<file path="src/rtl/maxpool_pkg.sv">
// Shared types and helpers for the max-pool channel sequencer.
package maxpool_pkg;

  typedef logic signed [7:0] pixel_t;

  typedef enum logic [2:0] {
    IDLE,
    CLEAR,
    STREAM,
    DRAIN,
    DONE
  } seq_state_t;

  function automatic int map_size(input int w);
    return w * w;
  endfunction

endpackage

</file>
<file path="src/rtl/maxpool_channel_sequencer.sv">
// Drives one shared 2x2/stride-2 pool engine across every channel of a layer.
// Optional cycle counter enabled by defining MAXPOOL_SEQ_PERF_EN.
module maxpool_channel_sequencer
  import maxpool_pkg::*;
#(
  parameter int MAP_WIDTH = 28,
  parameter int OUT_DIM   = MAP_WIDTH / 2,
  parameter int ADDR_W    = 16,
  parameter int CH_W      = 4
) (
  input  logic              clk,
  input  logic              rst,
  input  logic              start,
  input  logic [CH_W-1:0]   num_channels,
  input  logic [ADDR_W-1:0] in_base,
  input  logic [ADDR_W-1:0] out_base,
  output logic              rd_en,
  output logic [ADDR_W-1:0] rd_addr,
  input  logic              rd_gnt,
  input  pixel_t            rd_data,
  output logic              eng_rst,
  output logic              eng_valid_in,
  output pixel_t            eng_pixel_in,
  input  logic              eng_valid_out,
  input  pixel_t            eng_pixel_out,
  output logic              wr_en,
  output logic [ADDR_W-1:0] wr_addr,
  output pixel_t            wr_data,
  output logic              busy,
`ifdef MAXPOOL_SEQ_PERF_EN
  output logic [31:0]       cycle_count,
`endif
  output logic              done
);

  localparam int PIX_CNT = map_size(MAP_WIDTH);
  localparam int OUT_CNT = map_size(OUT_DIM);
  localparam int PIX_W   = $clog2(PIX_CNT);
  localparam int OUT_W   = $clog2(OUT_CNT + 1);

  localparam logic [ADDR_W-1:0] PIX_CNT_A = ADDR_W'(PIX_CNT);
  localparam logic [ADDR_W-1:0] OUT_CNT_A = ADDR_W'(OUT_CNT);
  localparam logic [PIX_W-1:0]  PIX_LAST  = PIX_W'(PIX_CNT - 1);
  localparam logic [OUT_W-1:0]  OUT_FULL  = OUT_W'(OUT_CNT);

  seq_state_t        state_q, state_d;
  logic [CH_W-1:0]   ch_q, ch_d;
  logic [CH_W-1:0]   num_ch_q, num_ch_d;
  logic [ADDR_W-1:0] in_base_q, in_base_d;
  logic [ADDR_W-1:0] out_base_q, out_base_d;
  logic [PIX_W-1:0]  pix_idx_q, pix_idx_d;
  logic [OUT_W-1:0]  out_idx_q, out_idx_d;
  logic              rd_en_q, rd_en_d;
  logic [ADDR_W-1:0] rd_addr_q, rd_addr_d;
  logic              eng_rst_q, eng_rst_d;
  logic              done_q, done_d;
  logic              vld_p1_q, vld_p1_d;
  logic              vld_p2_q, vld_p2_d;
  pixel_t            pix_p2_q, pix_p2_d;
  logic [ADDR_W-1:0] ch_ext;
  logic              accept;

  assign ch_ext = ADDR_W'(ch_q);
  // Results only count while a channel is in flight; strays elsewhere are dropped.
  assign accept = eng_valid_out && ((state_q == STREAM) || (state_q == DRAIN));

  always_comb begin
    state_d    = state_q;
    ch_d       = ch_q;
    num_ch_d   = num_ch_q;
    in_base_d  = in_base_q;
    out_base_d = out_base_q;
    pix_idx_d  = pix_idx_q;
    out_idx_d  = out_idx_q;
    rd_en_d    = rd_en_q;
    rd_addr_d  = rd_addr_q;
    eng_rst_d  = 1'b0;
    done_d     = 1'b0;
    vld_p1_d   = rd_en_q && rd_gnt;
    vld_p2_d   = vld_p1_q;
    pix_p2_d   = rd_data;

    if (accept) out_idx_d = out_idx_q + OUT_W'(1);

    case (state_q)
      IDLE: begin
        if (start) begin
          num_ch_d   = num_channels;
          in_base_d  = in_base;
          out_base_d = out_base;
          ch_d       = '0;
          if (num_channels == '0) begin
            state_d = DONE;
          end else begin
            state_d   = CLEAR;
            eng_rst_d = 1'b1;
          end
        end
      end
      CLEAR: begin
        pix_idx_d = '0;
        out_idx_d = '0;
        rd_en_d   = 1'b1;
        rd_addr_d = in_base_q + ch_ext * PIX_CNT_A;
        state_d   = STREAM;
      end
      STREAM: begin
        if (rd_en_q && rd_gnt) begin
          if (pix_idx_q == PIX_LAST) begin
            rd_en_d = 1'b0;
            state_d = DRAIN;
          end else begin
            pix_idx_d = pix_idx_q + PIX_W'(1);
            rd_addr_d = rd_addr_q + ADDR_W'(1);
          end
        end
      end
      DRAIN: begin
        if (out_idx_q == OUT_FULL) begin
          if (ch_q == num_ch_q - CH_W'(1)) begin
            state_d = DONE;
          end else begin
            ch_d      = ch_q + CH_W'(1);
            state_d   = CLEAR;
            eng_rst_d = 1'b1;
          end
        end
      end
      DONE: begin
        done_d  = 1'b1;
        state_d = IDLE;
      end
      default: state_d = IDLE;
    endcase
  end

  always_ff @(posedge clk) begin
    if (rst) begin
      state_q    <= IDLE;
      ch_q       <= '0;
      num_ch_q   <= '0;
      in_base_q  <= '0;
      out_base_q <= '0;
      pix_idx_q  <= '0;
      out_idx_q  <= '0;
      rd_en_q    <= 1'b0;
      rd_addr_q  <= '0;
      eng_rst_q  <= 1'b0;
      done_q     <= 1'b0;
      vld_p1_q   <= 1'b0;
      vld_p2_q   <= 1'b0;
      pix_p2_q   <= '0;
    end else begin
      state_q    <= state_d;
      ch_q       <= ch_d;
      num_ch_q   <= num_ch_d;
      in_base_q  <= in_base_d;
      out_base_q <= out_base_d;
      pix_idx_q  <= pix_idx_d;
      out_idx_q  <= out_idx_d;
      rd_en_q    <= rd_en_d;
      rd_addr_q  <= rd_addr_d;
      eng_rst_q  <= eng_rst_d;
      done_q     <= done_d;
      // p1: grant seen, SRAM data arrives; p2: strobe and pixel presented together
      vld_p1_q   <= vld_p1_d;
      vld_p2_q   <= vld_p2_d;
      pix_p2_q   <= pix_p2_d;
    end
  end

  assign rd_en        = rd_en_q;
  assign rd_addr      = rd_addr_q;
  assign eng_rst      = eng_rst_q;
  assign eng_valid_in = vld_p2_q;
  assign eng_pixel_in = pix_p2_q;
  assign done         = done_q;
  assign busy         = (state_q != IDLE);
  assign wr_en        = accept;
  assign wr_data      = accept ? eng_pixel_out : '0;
  assign wr_addr      = out_base_q + ch_ext * OUT_CNT_A + ADDR_W'(out_idx_q);

`ifdef MAXPOOL_SEQ_PERF_EN
  logic [31:0] cycle_count_q, cycle_count_d;

  always_comb begin
    cycle_count_d = cycle_count_q;
    if ((state_q == IDLE) && start) cycle_count_d = '0;
    else if (busy) cycle_count_d = cycle_count_q + 32'd1;
  end

  always_ff @(posedge clk) begin
    if (rst) cycle_count_q <= '0;
    else     cycle_count_q <= cycle_count_d;
  end

  assign cycle_count = cycle_count_q;
`endif

endmodule

</file>
<file path="config.mk">
export PLATFORM = sky130hd
export DESIGN_NAME = maxpool_channel_sequencer
export DESIGN_NICKNAME = d
export VERILOG_FILES = /design/src/rtl/maxpool_pkg.sv /design/src/rtl/maxpool_channel_sequencer.sv
export SDC_FILE = /design/constraint.sdc
export NUM_CORES = 1
export LEC_CHECK = 0
export CAP_MARGIN = 10
export CORE_MARGIN = 5
export CORE_UTILIZATION = 45
export CTS_BUF_LIST = sky130_fd_sc_hd__clkbuf_4 sky130_fd_sc_hd__clkbuf_8 sky130_fd_sc_hd__clkbuf_16
export DETAILED_ROUTE_END_ITERATION = 16
export PLACE_DENSITY = 0.81
export SYNTH_ARGS = -nofsm -noshare
export SYNTH_HDL_FRONTEND = slang
export SYNTH_SLANG_ARGS = --single-unit
</file>
<file path="constraint.sdc">
create_clock -name clk -period 12 [get_ports clk]
set_input_delay 2.4 -clock clk [delete_from_list [all_inputs] [get_ports clk]]
set_output_delay 2.4 -clock clk [all_outputs]
set_load 0.02 [all_outputs]
</file>
==> impl_metrics.csv, run 1 <==
group,metric,value,unit
timing,drv_slew,0,
clock_tree,htree_num_levels,3,
setup_path,crit_fanout,7,
clock_tree,clk_pin_slew,0.06,ns
timing,max_slew_margin,35.09,%
setup_path,slowest_delay,0.62,ns
route,wl,13910,um
cells_and_area,fillers,990,
die,die-area,14020,um2
timing,finalCritPeriodShare,56.46,%
cells_and_area,drive_above_1_share,4.238,%
die,start_util,46.10,%
run,maxCapViolations,0,
setup_path,cp.arrival,4.38,ns
place,place_area,6467,um2
place,gp_congestion,0.9443,
cells_and_area,n_antenna_cell,0,
cells_and_area,final_util,59.19,%
outcome,status,"finished clean",
cells_and_area,final_nets,857,
route,wire_per_inst,15.49,um
timing,max_freq,147.6,MHz
setup_path,crit_type,"reg2out",
setup_path,reg2reg_depth,12,
logic_synthesis,synth_commonest_cells,"117 x nand2_1, 90 x dfxtp_1, 71 x a21oi_1, 52 x nor2_1, 42 x ha_1",
place,dp_slack,5.509,ns
logic_synthesis,synth_area_leader_cell,"dfxtp_1",
global_route,grt_pass1_wl,23620,um
power,p_leak,2.709,nW
global_route,grt_usage,19.64,%
global_route,grt_max_degree,72,
route,avgViaCountPerCell,5.600,
logic_synthesis,postSynthAreaPerCell,8.083,um2
setup_path,worstSetupPathDepth,14,
route,vias,5029,
timing,fin_setup_tns,0,ns
logic_synthesis,yosysMostFrequentCell,"nand2_1",
logic_synthesis,syn_inst,654,
power,power,1.049,mW
setup_path,required,9.60,ns
setup_path,cp_slowest_cell,"clkdlybuf4s50_1",
logic_synthesis,netlist_area,5286,um2
min_path,min_delay_path_depth,1,
timing,finalHoldViolations,0,
route,drtAntennaViolNets,0,
logic_synthesis,synth_seq_cells,90,
setup_path,cpLargestDelayFamily,"adder cells",
clock_tree,worstSkewPairLatency,0.34,ns
setup_path,path_buf_inv,3,
place,dp_hpwl,10270,um
timing,hold_ws,0.4369,ns
cells_and_area,final_area,6788,um2
clock_tree,postCtsHoldBufs,0,
timing,fin_skew,0.007133,ns
clock_tree,cts_tree,"built",
setup_path,worstPathCellList,"inv_1, ha_1, inv_1, ha_1, ha_1, a31oi_1, xnor2_1, ha_1, ha_1, nand2_1, o31a_1, a311oi_1, xor2_1, clkdlybuf4s50_1",
setup_path,crit_top_cell,"ha_1",
clock_tree,ctsRootBufferMaster,"clkbuf_16",
power,powerDensity,154.5,nW/um2
setup_path,critPathCaptureType,"primary output",
die,ioPinCount,111,
timing,fin_ws,5.224,ns
min_path,hold_path.class,"reg2reg",
global_route,overflow,0,
logic_synthesis,synth.area.top_cells,"dfxtp_1 34%, ha_1 9.9%, nand2_1 8.3%",
setup_path,cp-start-kind,"flop",
power,peakVddDrop,0.0001141,V
clock_tree,post_cts_buffers,0,
die,core-area,11470,um2
die,die_x,118.4,um
route,drt_iter0_markers,325,
clock_tree,cts_buffer_depth,2,
clock_tree,cts_sinks,90,
global_route,antenna_found_initial,0,
place,place_inst,882,
route,dr.pass1.iters,5,
cells_and_area,area_delta_synth_final,28.40,%
logic_synthesis,ys_seq_area_share,34.08,%
logic_synthesis,synth.distinct_cells,59,
logic_synthesis,synth_nets,761,
timing,finalSetupViolCount,0,
logic_synthesis,synth_enable_flop_cells,0,
route,drt_drc_violations_left,0,
logic_synthesis,synthFlopType,"dfxtp_1",
clock_tree,numCtsBuffers,9,
timing,min_period,6.776,ns
cells_and_area,final_cell_count_no_fill,898,
logic_synthesis,synth_warnings,0,
die,die_h,118.4,um
timing,rsz0062_at_grt,"false",
die,num_rows,39,
clock_tree,ctsResizeCount,0,
timing,worst-slew-pin-transition,0.9694,ns
logic_synthesis,synthArstFlopShare,0,%
place,port_buffers,110,
logic_synthesis,netlist.area_leader.share,34.08,%
global_route,grt_pass1_vias,5134,
==> cell usage in the layout (no fill, tap or decap), types with 3 or more instances in the layout <==
cell,synthesis,layout
a211oi_1,6,6
xnor2_1,25,25
inv_1,16,16
a22oi_1,3,3
nand4b_1,4,4
a311oi_1,3,3
nand2_1,117,117
nor3_1,11,11
buf_4,0,3
a21o_1,8,8
clkbuf_8,0,3
or3_1,6,6
o21ai_0,28,28
nor2b_1,11,11
and3_1,6,6
clkbuf_16,0,9
xor2_1,14,14
nand2b_1,4,4
nor3b_1,5,4
o21a_1,3,3
ha_1,42,42
nor2_1,52,52
dfxtp_1,90,90
fa_1,8,8
a31oi_1,11,11
and2_1,11,11
nand4_1,5,5
o31ai_1,3,3
nand3_1,21,21
o211ai_1,5,5
a21oi_1,71,71
clkdlybuf4s50_1,0,109
==> area by class of cell <==
class	instances	area, um2	area share [%]
Sequential cell	90	1802	26.54
Tap cell	143	178.9	2.636
Clock buffer	13	274.0	4.037
Timing Repair Buffer	113	1119	16.48
Inverter	16	60.06	0.8848
Clock inverter	3	46.29	0.6820
Multi-Input combinational cell	520	3308	48.74
==> final timing paths <==
path,from,end,slack [ns]
max,ch_q[2]$_SDFFE_PP0P_,wr_addr[15],5.22
min,vld_p1_q$_SDFF_PP0_,eng_valid_in$_SDFF_PP0_,0.44
max reg2reg,ch_q[2]$_SDFFE_PP0P_,rd_addr[14]$_SDFFE_PP0P_,8.88
min reg2reg,vld_p1_q$_SDFF_PP0_,eng_valid_in$_SDFF_PP0_,0.44
==> routing by layer <==
layer  global-route usage, %  part of all wire [%]  vias to the layer above
met5                       0                     0                        -
met4                   5.528                   1.4                        0
met3                   5.253                   6.1                       21
met2                   34.39                    50                      183
met1                   23.72                    43                     2346
li1                        -                     -                     2479
==> registers in the layout (all words and copies together) (netlist names) <==
register and cells:
eng_pixel_in 8, rd_addr 16, rd_en 1, out_base_q 16, ch_q 4, eng_valid_in 1, eng_rst 1, vld_p1_q 1
pix_idx_q 10, state_q 3, done 1, out_idx_q 8, num_ch_q 4, in_base_q 16
==> logic make-up (layout without fill, tap and decap cells) <==
kind of cell	count (synthesis)	count (layout)	share of synthesized area, %
mux	2	2	0.3787
flops	90	90	34.08
buf+inv	44	145	3.432
simple gates	270	270	24.43
xor+xnor	39	39	6.462
fa+ha+maj	50	50	12.97
compound gates	159	159	18.25
==> power by group <==
part	internal [mW]	switching, mW	total [mW]
combinational	0.151	0.223	0.375
clock	0.181	0.116	0.298
sequential	0.337	0.0396	0.377
(Power assumes the default switching activity.)
==> run 2: changes to the inputs <==
Settings changed: PLACE_DENSITY 0.81 to 0.84.
Clock period 12 ns to 5.51 ns, I/O delays scaled along.
==> run 2 against run 1 <==
Compared with the run above:
- global-route usage shrank 0.22 points
- worst setup slack lost 5.0 ns
- combinational power increased by 120%
- cell count is 0.22% higher
- via count down 0.91%
==> impl_metrics.csv, run 2 (same netlist as run 1, synthesis figures left out) <==
group,metric,value,unit
outcome,status,"finished clean",
timing,max_slew_margin,35.00,%
min_path,min_delay_path_depth,1,
die,die_h,118.4,um
run,maxCapViolations,0,
timing,fin_ws,0.2174,ns
setup_path,r2r-start,"ch_q[2]$_SDFFE_PP0P_",
power,powerDensity,338.2,nW/um2
setup_path,r2r_end,"rd_addr[14]$_SDFFE_PP0P_",
die,die_x,118.4,um
timing,finalHoldViolations,0,
setup_path,crit_fanout,7,
power,p_leak,2.720,nW
cells_and_area,drive_above_1_share,4.756,%
clock_tree,worstSkewPairLatency,0.34,ns
route,drt_drc_violations_left,0,
route,avgViaCountPerCell,5.537,
place,port_buffers,110,
setup_path,reg2reg_depth,12,
global_route,overflow,0,
setup_path,crit_top_cell,"ha_1",
timing,worst-slew-pin-transition,0.9708,ns
timing,rsz0062_at_grt,"false",
place,dp_slack,0.4219,ns
route,wl,13660,um
cells_and_area,final_nets,859,
route,drtAntennaViolNets,0,
setup_path,critPathCaptureType,"primary output",
timing,max_freq,188.9,MHz
clock_tree,cts_tree,"built",
clock_tree,htree_num_levels,3,
setup_path,cp_slowest_cell,"clkdlybuf4s50_1",
global_route,grt_pass1_wl,23290,um
place,dp_hpwl,10060,um
die,die-area,14020,um2
timing,drv_slew,0,
cells_and_area,final_cell_mix,"117 x nand2_1, 109 x clkdlybuf4s50_1, 89 x dfxtp_1",
min_path,hold_path.class,"reg2reg",
timing,finalCritPeriodShare,96.06,%
place,gp_congestion,0.8638,
cells_and_area,n_antenna_cell,0,
setup_path,reg2reg_slack,2.55,ns
place,place_inst,884,
global_route,grt_pass1_vias,4995,
clock_tree,ctsRootBufferMaster,"clkbuf_16",
setup_path,cp-start-kind,"flop",
route,drt_iter0_markers,395,
clock_tree,cts_sinks,90,
cells_and_area,area_delta_synth_final,28.97,%
route,dr.pass1.iters,5,
route,wire_per_inst,15.18,um
clock_tree,clk_pin_slew,0.06,ns
timing,finalSetupViolCount,0,
timing,min_period,5.293,ns
die,core-area,11470,um2
global_route,grt_max_degree,71,
power,peakVddDrop,0.0002030,V
min_path,hold_end,"eng_valid_in$_SDFF_PP0_",
die,ioPinCount,111,
clock_tree,numCtsBuffers,9,
timing,fin_setup_tns,0,ns
min_path,hold_start,"vld_p1_q$_SDFF_PP0_",
timing,fin_skew,0.007430,ns
setup_path,required,4.41,ns
clock_tree,postCtsHoldBufs,0,
setup_path,slowest_delay,0.62,ns
die,start_util,46.10,%
global_route,grt_usage,19.42,%
die,num_rows,39,
clock_tree,cts_buffer_depth,2,
cells_and_area,final_cell_count_no_fill,900,
setup_path,crit_type,"reg2out",
setup_path,worstPathCellList,"inv_1, ha_1, inv_1, ha_1, ha_1, a31oi_1, xnor2_1, ha_1, ha_1, nand2_1, o31a_1, a311oi_2, xor2_1, clkdlybuf4s50_1",
route,vias,4983,
cells_and_area,layout_commonest_cell,"nand2_1",
global_route,antenna_found_initial,0,
timing,hold_ws,0.4399,ns
setup_path,cp.arrival,4.19,ns
-- run 2: critical path: cells and delay by family, from the launching register on --
kind | cells | cell delay (ns)
compound gates | 3 | 0.82
buf+inv | 3 | 0.74
xor+xnor | 2 | 0.38
fa+ha+maj | 5 | 1.42
simple gates | 1 | 0.07
flops | 1 | 0.41
-- run 2: repair_timing --
item / in CTS / in global routing
endpoints found under the setup margin: 0 / 1
buffers inserted: 0 / 0
gates resized for setup: 0 / 2
-- run 2: worst max path at each step --
stage	from	endpoint	slack, ns	cells after the start
2_1_floorplan	ch_q[2]$_SDFFE_PP0P_	wr_addr[15]	1.10	13
3_3_place_gp	ch_q[2]$_SDFFE_PP0P_	wr_addr[15]	0.46	14
3_5_place_dp	ch_q[2]$_SDFFE_PP0P_	wr_addr[15]	0.42	14
4_1_cts	ch_q[2]$_SDFFE_PP0P_	wr_addr[15]	0.04	14
5_1_grt	ch_q[2]$_SDFFE_PP0P_	wr_addr[15]	0.04	14
6_report	ch_q[2]$_SDFFE_PP0P_	wr_addr[15]	0.22	14
-- run 2: cell type report --
type                            instances  area [um2]
Multi-Input combinational cell        520        3314
Tap cell                              143       178.9
Fill cell                            1010        4649
Clock inverter                          6       88.84
Timing Repair Buffer                  115        1134
Inverter                               16       60.06
Sequential cell                        90        1803
Clock buffer                           10       239.0
-- run 2: metrics by stage --
step	total power, mW	instance area [um2]	utilization (%)
5_1_grt	2.439	6818	59.45
4_1_cts	2.315	6810	59.39
2_1_floorplan	1.358	5286	-
3_3_place_gp	1.633	6482	56.53
3_5_place_dp	1.647	6482	56.53
6_report	2.306	6818	59.45
-- run 2: where the power goes --
group | total [mW] | internal [mW] | switching, mW
Clock | 0.669 | 0.411 | 0.258
Combinational | 0.819 | 0.334 | 0.485
Sequential | 0.818 | 0.734 | 0.0840
Total | 2.31 | 1.48 | 0.827
-- run 2: per-layer routing --
metal	global-route usage, %	up-vias	wire length, um
li1	-	2491	-
met1	24.78	2322	6207
met2	33.40	149	6562
met3	3.629	21	677
met4	5.882	0	214
met5	0	-	0
==> run 3: changes to the inputs <==
Settings changed: CORE_MARGIN 5 to 10.
==> run 3 against run 2 <==
Compared with the run above:
- critical path depth stayed put
- highest routed layer unchanged
- total power is 2.1% lower
- via count is 0.22% lower
- core utilization is 0.27 points lower
- sequential cell count stayed put
- maximum frequency is 1.2% higher
- die area is 18% higher
- register-to-register slack worse by 0.06 ns
==> impl_metrics.csv, run 3 (same netlist as run 1, synthesis figures left out) <==
group,metric,value,unit
route,drt_drc_violations_left,0,
global_route,grt_pass1_vias,4813,
timing,max_freq,191.1,MHz
power,p_leak,2.735,nW
global_route,grt_usage,17.20,%
route,wire_per_inst,15.69,um
setup_path,cp_slowest_cell,"clkdlybuf4s50_1",
place,dp_hpwl,10330,um
timing,finalHoldViolations,0,
setup_path,cp-start-kind,"flop",
global_route,antenna_found_initial,0,
timing,hold_ws,0.4369,ns
setup_path,crit_type,"reg2out",
timing,fin_setup_tns,0,ns
power,powerDensity,332.7,nW/um2
clock_tree,postCtsHoldBufs,0,
setup_path,worstPathCellList,"inv_1, ha_1, inv_1, ha_1, ha_1, a31oi_1, xnor2_2, ha_1, ha_1, nand2_1, o31a_1, a31oi_1, xor2_1, clkdlybuf4s50_1",
timing,rsz0062_at_grt,"false",
global_route,grt_pass1_wl,23520,um
setup_path,path_buf_inv,3,
clock_tree,cts_sinks,90,
cells_and_area,final_area,6787,um2
cells_and_area,final_nets,858,
timing,min_period,5.232,ns
place,place_area,6475,um2
run,maxCapViolations,0,
clock_tree,cts_tree,"built",
route,drt_iter0_markers,398,
cells_and_area,area_delta_synth_final,28.38,%
timing,finalCritPeriodShare,94.96,%
power,power,2.258,mW
setup_path,cpLargestDelayFamily,"adder cells",
clock_tree,post_cts_buffers,0,
outcome,status,"finished clean",
setup_path,critPathCaptureType,"primary output",
route,vias,4972,
clock_tree,numCtsBuffers,9,
timing,finalSetupViolCount,0,
die,core-area,11470,um2
clock_tree,htree_num_levels,3,
die,die_x,128.4,um
setup_path,cp.arrival,4.13,ns
cells_and_area,final_cell_mix,"117 x nand2_1, 108 x clkdlybuf4s50_1, 89 x dfxtp_1",
die,die_h,128.4,um
clock_tree,cts_buffer_depth,2,
clock_tree,clk_pin_slew,0.06,ns
setup_path,required,4.41,ns
clock_tree,ctsRootBufferMaster,"clkbuf_16",
power,peakVddDrop,0.0002074,V
place,port_buffers,110,
setup_path,slowest_delay,0.64,ns
route,wl,14090,um
cells_and_area,layout_commonest_cell,"nand2_1",
min_path,hold_path.class,"reg2reg",
cells_and_area,fillers,957,
cells_and_area,regArea,1803,um2
setup_path,crit_fanout,7,
global_route,overflow,0,
cells_and_area,drive_above_1_share,4.636,%
route,drtAntennaViolNets,0,
cells_and_area,n_antenna_cell,0,
die,die-area,16480,um2
place,gp_congestion,0.8853,
timing,fin_skew,0.004211,ns
die,start_util,46.10,%
timing,max_slew_margin,36.79,%
die,ioPinCount,111,
die,num_rows,39,
setup_path,crit_top_cell,"ha_1",
timing,drv_slew,0,
clock_tree,worstSkewPairLatency,0.35,ns
cells_and_area,multi_input_area,3322,um2
global_route,grt_max_degree,71,
route,dr.pass1.iters,5,
route,avgViaCountPerCell,5.537,
timing,worst-slew-pin-transition,0.9440,ns
==> run 3: cell types whose count changed in the layout (fill, tap and decap cells not counted) <==
cell	change
dlymetal6s2s_1	+1
clkdlybuf4s50_1	-1
buf_4	-1
clkinv_2	+1
xnor2_1	-1
clkinvlp_4	-2
clkbuf_4	+2
bufinv_16	-1
inv_6	-1
xnor2_2	+1
==> run 3: routing by layer <==
layer  vias up  track usage, %  part of all wire [%]
met4         0           6.954                   1.8
met3        22           4.600                   6.9
li1       2484               -                     -
met5         -               0                     0
met1      2324           20.97                    44
met2       142           28.18                    47
==> run 3: report_power, final <==
group | internal, mW | switching, mW
combinational | 0.330 | 0.484
sequential | 0.734 | 0.0839
clock | 0.370 | 0.255
==> run 3: cell type report <==
type	instances	area share, %
multi-input cells	520	48.95
repair buffers	114	16.63
inverters	16	0.8850
well taps	143	2.636
clock inverters	3	0.5900
clock buffers	12	3.743
flip-flops and latches	90	26.57
==> run 3: worst paths after layout <==
kind,startpoint,end,slack (ns),cells after the start
worst max-delay path,ch_q[2]$_SDFFE_PP0P_,wr_addr[13],0.28,14
worst min-delay path,vld_p1_q$_SDFF_PP0_,eng_valid_in$_SDFF_PP0_,0.44,1
worst max register to register,ch_q[2]$_SDFFE_PP0P_,rd_addr[14]$_SDFFE_PP0P_,2.49,12
worst min register to register,vld_p1_q$_SDFF_PP0_,eng_valid_in$_SDFF_PP0_,0.44,1
==> run 3: timing repair <==
action / 4_1_cts / 5_1_grt
endpoints found under the hold margin: 0 / 0
resized for setup: 2 / 2
pin swaps: 0 / 0
endpoints found under the setup margin: 1 / 1
==> run 3: per-stage QoR <==
stage	setup slack (ns)	cells	util, %
floorplan	1.101	654	-
global placement	0.4273	883	56.46
detailed placement	0.3085	883	56.46
CTS	0.1172	898	59.09
global route	0.05339	898	59.18
finish	0.2779	898	59.18
